$ cat src/rtl/mem_access_unit_if.sv
// Memory-side bus of mem_access_unit: request/ack handshake with a
// variable-latency unified memory.
interface mem_access_unit_if #(
  parameter int ADDR_W = 32,
  parameter int DATA_W = 32
) ();
  logic [ADDR_W-1:0] mem_addr;
  logic [DATA_W-1:0] mem_wdata;
  logic              mem_we;
  logic              mem_req;
  logic              mem_ack;
  logic [DATA_W-1:0] mem_rdata;

  modport master (
    output mem_addr, mem_wdata, mem_we, mem_req,
    input  mem_ack, mem_rdata
  );

  modport slave (
    input  mem_addr, mem_wdata, mem_we, mem_req,
    output mem_ack, mem_rdata
  );
endinterface

$ cat src/rtl/mem_access_unit.sv
// Memory access unit for a multicycle CPU: turns control-unit strobes into a
// req/ack memory transaction and holds IR/MDR. Optional: MEM_ALIGN_CHECK_EN.
module mem_access_unit #(
  parameter int ADDR_W  = 32,
  parameter int DATA_W  = 32,
  parameter int TIMEOUT = 16
) (
  input  logic                clk,
  input  logic                reset,
  input  logic                mem_read,
  input  logic                mem_write,
  input  logic                ior_d,
  input  logic                ir_write,
  input  logic [ADDR_W-1:0]   pc,
  input  logic [ADDR_W-1:0]   alu_out,
  input  logic [DATA_W-1:0]   write_data,
  mem_access_unit_if.master   mem,
  output logic [DATA_W-1:0]   instr,
  output logic [5:0]          op_code,
  output logic [DATA_W-1:0]   mdr,
  output logic                busy,
  output logic                done,
  output logic                err
);

  localparam int CNT_W = (TIMEOUT > 2) ? $clog2(TIMEOUT) : 1;

  typedef enum logic [1:0] {
    S_IDLE = 2'd0,
    S_REQ  = 2'd1,
    S_DONE = 2'd2
  } state_e;

  state_e            state_q, state_d;
  logic [ADDR_W-1:0] mem_addr_q, mem_addr_d;
  logic [DATA_W-1:0] mem_wdata_q, mem_wdata_d;
  logic              mem_we_q, mem_we_d;
  logic              mem_req_q, mem_req_d;
  logic              ir_wr_q, ir_wr_d;
  logic [CNT_W-1:0]  wait_cnt_q, wait_cnt_d;
  logic [DATA_W-1:0] instr_q, instr_d;
  logic [DATA_W-1:0] mdr_q, mdr_d;
  logic              done_q, done_d;
  logic              err_q, err_d;

  logic              req_s;
  logic              misalign_s;
  logic              timeout_s;
  logic              busy_s;
  logic [ADDR_W-1:0] sel_addr_s;

  // Request decode, address select and optional alignment check
  always_comb begin
    req_s      = mem_read | mem_write;
    sel_addr_s = ior_d ? alu_out : pc;
`ifdef MEM_ALIGN_CHECK_EN
    misalign_s = (sel_addr_s[1:0] != 2'b00);
`else
    misalign_s = 1'b0;
`endif
    timeout_s  = (wait_cnt_q == CNT_W'(TIMEOUT - 1));
  end

  // Next-state and datapath update logic
  always_comb begin
    state_d     = state_q;
    mem_addr_d  = mem_addr_q;
    mem_wdata_d = mem_wdata_q;
    mem_we_d    = mem_we_q;
    mem_req_d   = mem_req_q;
    ir_wr_d     = ir_wr_q;
    wait_cnt_d  = wait_cnt_q;
    instr_d     = instr_q;
    mdr_d       = mdr_q;
    done_d      = 1'b0;
    err_d       = err_q;
    busy_s      = 1'b0;

    case (state_q)
      S_IDLE: begin
        if (req_s) begin
          // Busy is raised combinationally so the control FSM stalls now
          busy_s = 1'b1;
          if (misalign_s) begin
            state_d = S_DONE;
            err_d   = 1'b1;
            done_d  = 1'b1;
          end else begin
            state_d     = S_REQ;
            mem_addr_d  = sel_addr_s;
            mem_wdata_d = write_data;
            mem_we_d    = mem_write;
            ir_wr_d     = ir_write & ~mem_write;
            mem_req_d   = 1'b1;
            wait_cnt_d  = {CNT_W{1'b0}};
          end
        end else begin
          state_d = S_IDLE;
        end
      end
      S_REQ: begin
        busy_s = 1'b1;
        if (mem.mem_ack) begin
          state_d   = S_DONE;
          mem_req_d = 1'b0;
          done_d    = 1'b1;
          if (!mem_we_q) begin
            mdr_d = mem.mem_rdata;
            if (ir_wr_q) begin
              instr_d = mem.mem_rdata;
            end else begin
              instr_d = instr_q;
            end
          end else begin
            mdr_d = mdr_q;
          end
        end else if (timeout_s) begin
          state_d   = S_DONE;
          mem_req_d = 1'b0;
          err_d     = 1'b1;
          done_d    = 1'b1;
        end else begin
          wait_cnt_d = wait_cnt_q + CNT_W'(1);
        end
      end
      S_DONE: begin
        state_d = S_IDLE;
      end
      default: begin
        state_d   = S_IDLE;
        mem_req_d = 1'b0;
      end
    endcase
  end

  // State and register bank; reset abandons any access in flight
  always_ff @(posedge clk or negedge reset) begin
    if (!reset) begin
      state_q     <= S_IDLE;
      mem_addr_q  <= {ADDR_W{1'b0}};
      mem_wdata_q <= {DATA_W{1'b0}};
      mem_we_q    <= 1'b0;
      mem_req_q   <= 1'b0;
      ir_wr_q     <= 1'b0;
      wait_cnt_q  <= {CNT_W{1'b0}};
      instr_q     <= {DATA_W{1'b0}};
      mdr_q       <= {DATA_W{1'b0}};
      done_q      <= 1'b0;
      err_q       <= 1'b0;
    end else begin
      state_q     <= state_d;
      mem_addr_q  <= mem_addr_d;
      mem_wdata_q <= mem_wdata_d;
      mem_we_q    <= mem_we_d;
      mem_req_q   <= mem_req_d;
      ir_wr_q     <= ir_wr_d;
      wait_cnt_q  <= wait_cnt_d;
      instr_q     <= instr_d;
      mdr_q       <= mdr_d;
      done_q      <= done_d;
      err_q       <= err_d;
    end
  end

  assign mem.mem_addr  = mem_addr_q;
  assign mem.mem_wdata = mem_wdata_q;
  assign mem.mem_we    = mem_we_q;
  assign mem.mem_req   = mem_req_q;
  assign instr         = instr_q;
  assign op_code       = instr_q[DATA_W-1 -: 6];
  assign mdr           = mdr_q;
  assign busy          = busy_s;
  assign done          = done_q;
  assign err           = err_q;

endmodule

$ cat src/flat_wrapper.sv
// flat-port wrapper written by rule: the top's interface ports become plain ports
module mem_access_unit_flat 
#(
  parameter int ADDR_W  = 32,
  parameter int DATA_W  = 32,
  parameter int TIMEOUT = 16
)
  (clk, reset, mem_read, mem_write, ior_d, ir_write, pc, alu_out, write_data, instr, op_code, mdr, busy, done, err, mem_mem_addr, mem_mem_wdata, mem_mem_we, mem_mem_req, mem_mem_ack, mem_mem_rdata);
  mem_access_unit_if #(.ADDR_W(ADDR_W), .DATA_W(DATA_W)) mem_i ();
  input  logic clk;
  input  logic reset;
  input  logic mem_read;
  input  logic mem_write;
  input  logic ior_d;
  input  logic ir_write;
  input  logic [ADDR_W-1:0] pc;
  input  logic [ADDR_W-1:0] alu_out;
  input  logic [DATA_W-1:0] write_data;
  output logic [DATA_W-1:0] instr;
  output logic [5:0] op_code;
  output logic [DATA_W-1:0] mdr;
  output logic busy;
  output logic done;
  output logic err;
  output wire logic [$bits(mem_i.mem_addr)-1:0] mem_mem_addr;
  output wire logic [$bits(mem_i.mem_wdata)-1:0] mem_mem_wdata;
  output wire logic [$bits(mem_i.mem_we)-1:0] mem_mem_we;
  output wire logic [$bits(mem_i.mem_req)-1:0] mem_mem_req;
  input wire logic [$bits(mem_i.mem_ack)-1:0] mem_mem_ack;
  input wire logic [$bits(mem_i.mem_rdata)-1:0] mem_mem_rdata;
  assign mem_mem_addr = mem_i.mem_addr;
  assign mem_mem_wdata = mem_i.mem_wdata;
  assign mem_mem_we = mem_i.mem_we;
  assign mem_mem_req = mem_i.mem_req;
  assign mem_i.mem_ack = mem_mem_ack;
  assign mem_i.mem_rdata = mem_mem_rdata;
  mem_access_unit #(.ADDR_W(ADDR_W), .DATA_W(DATA_W), .TIMEOUT(TIMEOUT)) u_core (.clk(clk), .reset(reset), .mem_read(mem_read), .mem_write(mem_write), .ior_d(ior_d), .ir_write(ir_write), .pc(pc), .alu_out(alu_out), .write_data(write_data), .mem(mem_i), .instr(instr), .op_code(op_code), .mdr(mdr), .busy(busy), .done(done), .err(err));
endmodule
$ cat config.mk
export PLATFORM = sky130hd
export DESIGN_NAME = mem_access_unit_flat
export DESIGN_NICKNAME = d
export VERILOG_FILES = /design/src/rtl/mem_access_unit_if.sv /design/src/rtl/mem_access_unit.sv /design/src/flat_wrapper.sv
export SDC_FILE = /design/constraint.sdc
export NUM_CORES = 1
export LEC_CHECK = 0
export BUFFER_PORTS_ARGS = -buffer_cell sky130_fd_sc_hd__buf_2
export CAP_MARGIN = 10
export CORE_UTILIZATION = 39
export DETAILED_ROUTE_END_ITERATION = 10
export PLACE_DENSITY = 0.69
export SETUP_SLACK_MARGIN = 0.4
export SLEW_MARGIN = 15
export SYNTH_ARGS = -nofsm -noshare
export SYNTH_HDL_FRONTEND = slang
export SYNTH_SLANG_ARGS = --single-unit
export TNS_END_PERCENT = 30
$ cat constraint.sdc
create_clock -name clk -period 2.7 [get_ports clk]
set_clock_uncertainty 0.2 [all_clocks]
set_input_delay 0.81 -clock clk [delete_from_list [all_inputs] [get_ports clk]]
set_output_delay 0.81 -clock clk [all_outputs]
set_load 0.03 [all_outputs]
# Yosys cells after proc, flatten, opt, wreduce, memory -nomap -nowiden
# Index checks and enable logic that the tools add are counted.
op_classes:
  n_addsub: 1
  n_eq_ne: 7
  mux: 18
  n_bitwise: 6
  n_reduce_logical: 8
ops:
  columns: ["cell", "count"]
  rows:
  - ["32-bit two-way mux", 1]
  - ["4-bit two-way mux", 3]
  - ["3-bit AND reduction", 3]
  - ["1-bit two-way mux", 8]
  - ["4-bit case mux with 2 select lines", 1]
  - ["4-bit AND reduction", 2]
  - ["4-bit by 1-bit adder with 4-bit output, second input constant", 1]
  - ["4-bit == test, second input constant", 1]
  - ["2-bit two-way mux", 2]
  - ["2-bit inequality test, second input constant", 2]
  - ["1-bit NOT", 4]
  - ["2-bit case mux with 2 select lines", 1]
  - ["3-bit by 2-bit inequality test with 1-bit output, second input constant", 1]
  - ["1-bit case mux with 3 select lines", 1]
  - ["2-bit by 1-bit == test with 1-bit output, second input constant", 1]
  - ["2-bit == test, second input constant", 1]
  - ["2-bit zero test", 1]
  - ["2-bit by 1-bit inequality test with 1-bit output, second input constant", 1]
  - ["1-bit case mux with 2 select lines", 1]
  - ["2-bit AND reduction", 1]
  - ["2-bit nonzero test", 1]
  - ["1-bit bitwise AND", 1]
  - ["1-bit OR", 1]
word_totals:
  ff_bits: 139
  in_bits: 135
  output_inout_bits: 139
  elab_cells: 51

# Depth between registers and ports, before layout
depth:
  word_depth: 4
  ltp_mapped: 6
  mapped_depth_nobuf: 4

# Worst setup path before layout
# No wires, ideal clock.
synth_timing:
  path_type: "input port to output port"
  start: "input mem_write"
  end: "output busy"
  arrival_ns: 1.766
  slack_ns: -0.076
  stages: 5
  n_path_buf: 2
  cell_sequence: "or2_2 clkbuf_1 clkbuf_1 nor2_1 nor2_1"
synth_between:
  elab_chain_len: 3
synth_rtl:
  columns: ["item", "line_no", "text"]
  rows:
  - ["start: declaration", "flat_wrapper.sv:13", "input logic mem_write;"]
  - ["1-bit OR", "mem_access_unit.sv:54", "req_s = mem_read | mem_write;"]
  - ["1-bit two-way mux", "mem_access_unit.sv:81", "if (req_s) begin"]
  - ["1-bit case mux with 2 select lines", "mem_access_unit.sv:79", "case (state_q)"]
  - ["end: declaration", "flat_wrapper.sv:22", "output logic busy;"]
# Every way passes these cells.

# Final worst setup path
layout_timing:
  start: "input mem_read"
  end: "output busy"
layout_between:
  elab_chain_len: 3
layout_rtl:
  columns: ["item", "line_no", "text"]
  rows:
  - ["start: declaration", "flat_wrapper.sv:12", "input logic mem_read;"]
  - ["1-bit OR", "mem_access_unit.sv:54", null]
  - ["1-bit two-way mux", "mem_access_unit.sv:81", null]
  - ["1-bit case mux with 2 select lines", "mem_access_unit.sv:79", null]
# Every way passes these cells.

==> run metrics <==
Crit Path Class in2out; Slew @ Worst Pin 0.510 ns; number of global-route vias before repair 4317; die width 123 um; Synth top area share 60.5%; die height 123 um; sequential element share of the synthesized area 60.5%; Netlist cell types 31; RSZ-0062 raised after global routing true; maximum clock frequency 406 MHz; worst vdd ir 0.637 mV; Final setup viols 0; initial DRC count 87; final slew viol count 0; P per Cell Area 1410 nW/um^2; Max Cap Viol 0; largest net degree at the start of global routing 68; # rows 44; Clock Sinks 139; Post-CTS Hold Fix Bufs 0; yosys warns 0; synthesized area 5750 sq um; total power 11.3 mW; first-pass GRT wire length 21100 um; most frequent cell after synthesis dfrtp_1; static leakage 4.08 nW; max_slew headroom 66.0%; Vias/cell 4.90; Die Area 15200 sq um; share of cells above drive strength 1 62.0%; Critical Path RT 1.69 ns; total gr overflow 0; outcome finished, final reports clean; Async S/R FF share, synth 100%; Core Area 14500 sq um; WL per Instance 15.8 um; antenna cells 0; syn_nets 535; H-tree depth reported by CTS 4; DR DRC count 0; IO Pins 274; Fin. Hold Viols 0; Crit Path Max Fanout 2; reg2reg start u_core.state_q[0]; clock-pin slew on the worst setup and hold paths 0.06 ns; via count 4243; post-route ant nets 0; Max Root-Sink Buffers 2; Area Growth Syn to Fin 38.5%; endpoint type of the worst setup path primary output; largest cells by area after synthesis dfrtp_1 60%, mux2_2 14%, mux2_4 7.8%; gr usage total 18.3%; fill cell count 1253; CTS tree done; Detail Placement HPWL 9900 um; critical path data arrival time 1.45 ns; area leader, netlist dfrtp_1; IO buf count 273; nets 807; cell count after synthesis 399; Tcrit/Tclk final 91.3%; wirelength, routed 13700 um; Worst Setup Start Kind input pin; Worst-Skew Late Latency 0.41 ns; GP Congestion 0.762; Final min period 2.46 ns; EDFF count, synth 0; CTS buffer count 17; initial antenna violation count 0; Setup crit start mem_read; Syn Area/Cell 14.4 sq um; Initial Utilization 39.7%; ys flop type dfrtp_1; Commonest cells post-synth 139 x dfrtp_1, 72 x mux2_2, 60 x a21oi_1; #FFs+latches synth 139; Worst Hold Class in2async; final setup TNS 0 ns; TritonRoute pass-1 iters 6; Root Driver clkbuf_16
[report_power, final]
part	total (mW)	internal (mW)	switching, mW
logic	5.27	1.91	3.36
registers	3.69	3.12	0.576
clock network	2.30	1.44	0.861
[per-stage QoR]
step | hold WS, ns | instance area, sq um | setup slack, ns | cells | utilization (%)
after floorplan | 0.279 | 5780 | 0.199 | 399 | -
after global placement | 0.248 | 7360 | 0.135 | 835 | 50.8
after CTS | 0.156 | 7970 | 0.233 | 866 | 55.0
final | 0.141 | 7970 | 0.235 | 866 | 55.0
after global routing | 0.172 | 7970 | 0.197 | 866 | 55.0
after detailed placement | 0.263 | 7360 | 0.135 | 835 | 50.8
[area by class of cell]
class	count	area (sq um)	area share (%)
clock buffer	18	429	5.39
clock inverter	12	150	1.88
inverter	2	7.51	0.0942
multi-input combinational	225	2100	26.4
sequential	139	3480	43.7
tap	184	230	2.89
timing repair buffer	286	1570	19.7
[kinds of logic after synthesis]
kind of cell             Yosys count  synth area share (%)
buffers and inverters             35                  3.41
flip-flops                       139                  60.5
AND/OR/NAND/NOR                   23                  2.41
multiplexers                     132                  27.1
AO/OA/AOI/OAI                     69                  6.35
adder cells (fa/ha/maj)            1                 0.217
[layer usage]
layer | vias up | GRT usage, % | wire length [um]
met3 | 18 | 5.12 | 1010
met2 | 201 | 31.3 | 6910
li1 | 1960 | - | -
met4 | 0 | 8.51 | 212
met1 | 2064 | 21.1 | 5540
met5 | - | 0 | 0
[registers in the layout (all words and copies together), names as in the netlist]
register              flops
u_core.state_q            2
u_core.mem.mem_wdata     32
u_core.mdr               32
u_core.mem.mem_we         1
u_core.mem.mem_addr      32
u_core.mem.mem_req        1
u_core.instr             32
u_core.wait_cnt_q         4
u_core.err                1
u_core.ir_wr_q            1
u_core.done               1
[placed cells by master (no fill, tap or decap), types with 4 or more instances in the layout]
cell and count:
buf_2 269, dfrtp_1 139, mux2_2 72, a21oi_1 60, mux2i_1 30, mux2_4 30
clkbuf_16 17, buf_4 7, buf_12 6, clkinv_2 4
[worst max-delay path: stages]
cell and delay (ns):
buf_8 0.10, or2_4 0.26, nor2_4 0.10, nor2_4 0.04
buf_6 0.15
[timing repair]
| item | 4_1_cts | 5_1_grt |
|---|---|---|
| buffers inserted | 1 | 0 |
| resized for setup | 5 | 0 |
| setup endpoints to repair | 1 | 1 |
| pin swaps | 3 | 0 |
[path summary, 6_finish.rpt]
| check | depth (start not counted) | to | slack (ns) |
|---|---|---|---|
| max | 5 | busy | 0.24 |
| min | 1 | u_core.instr[12] | 0.14 |
| max reg2reg | 4 | u_core.instr[0] | 0.79 |
| min reg2reg | 1 | u_core.err | 0.27 |
| max in group asynchronous | 2 | u_core.mem.mem_wdata[31] | 1.54 |
| min in group clk | 1 | u_core.err | 0.27 |
(Power assumes the default switching activity.)
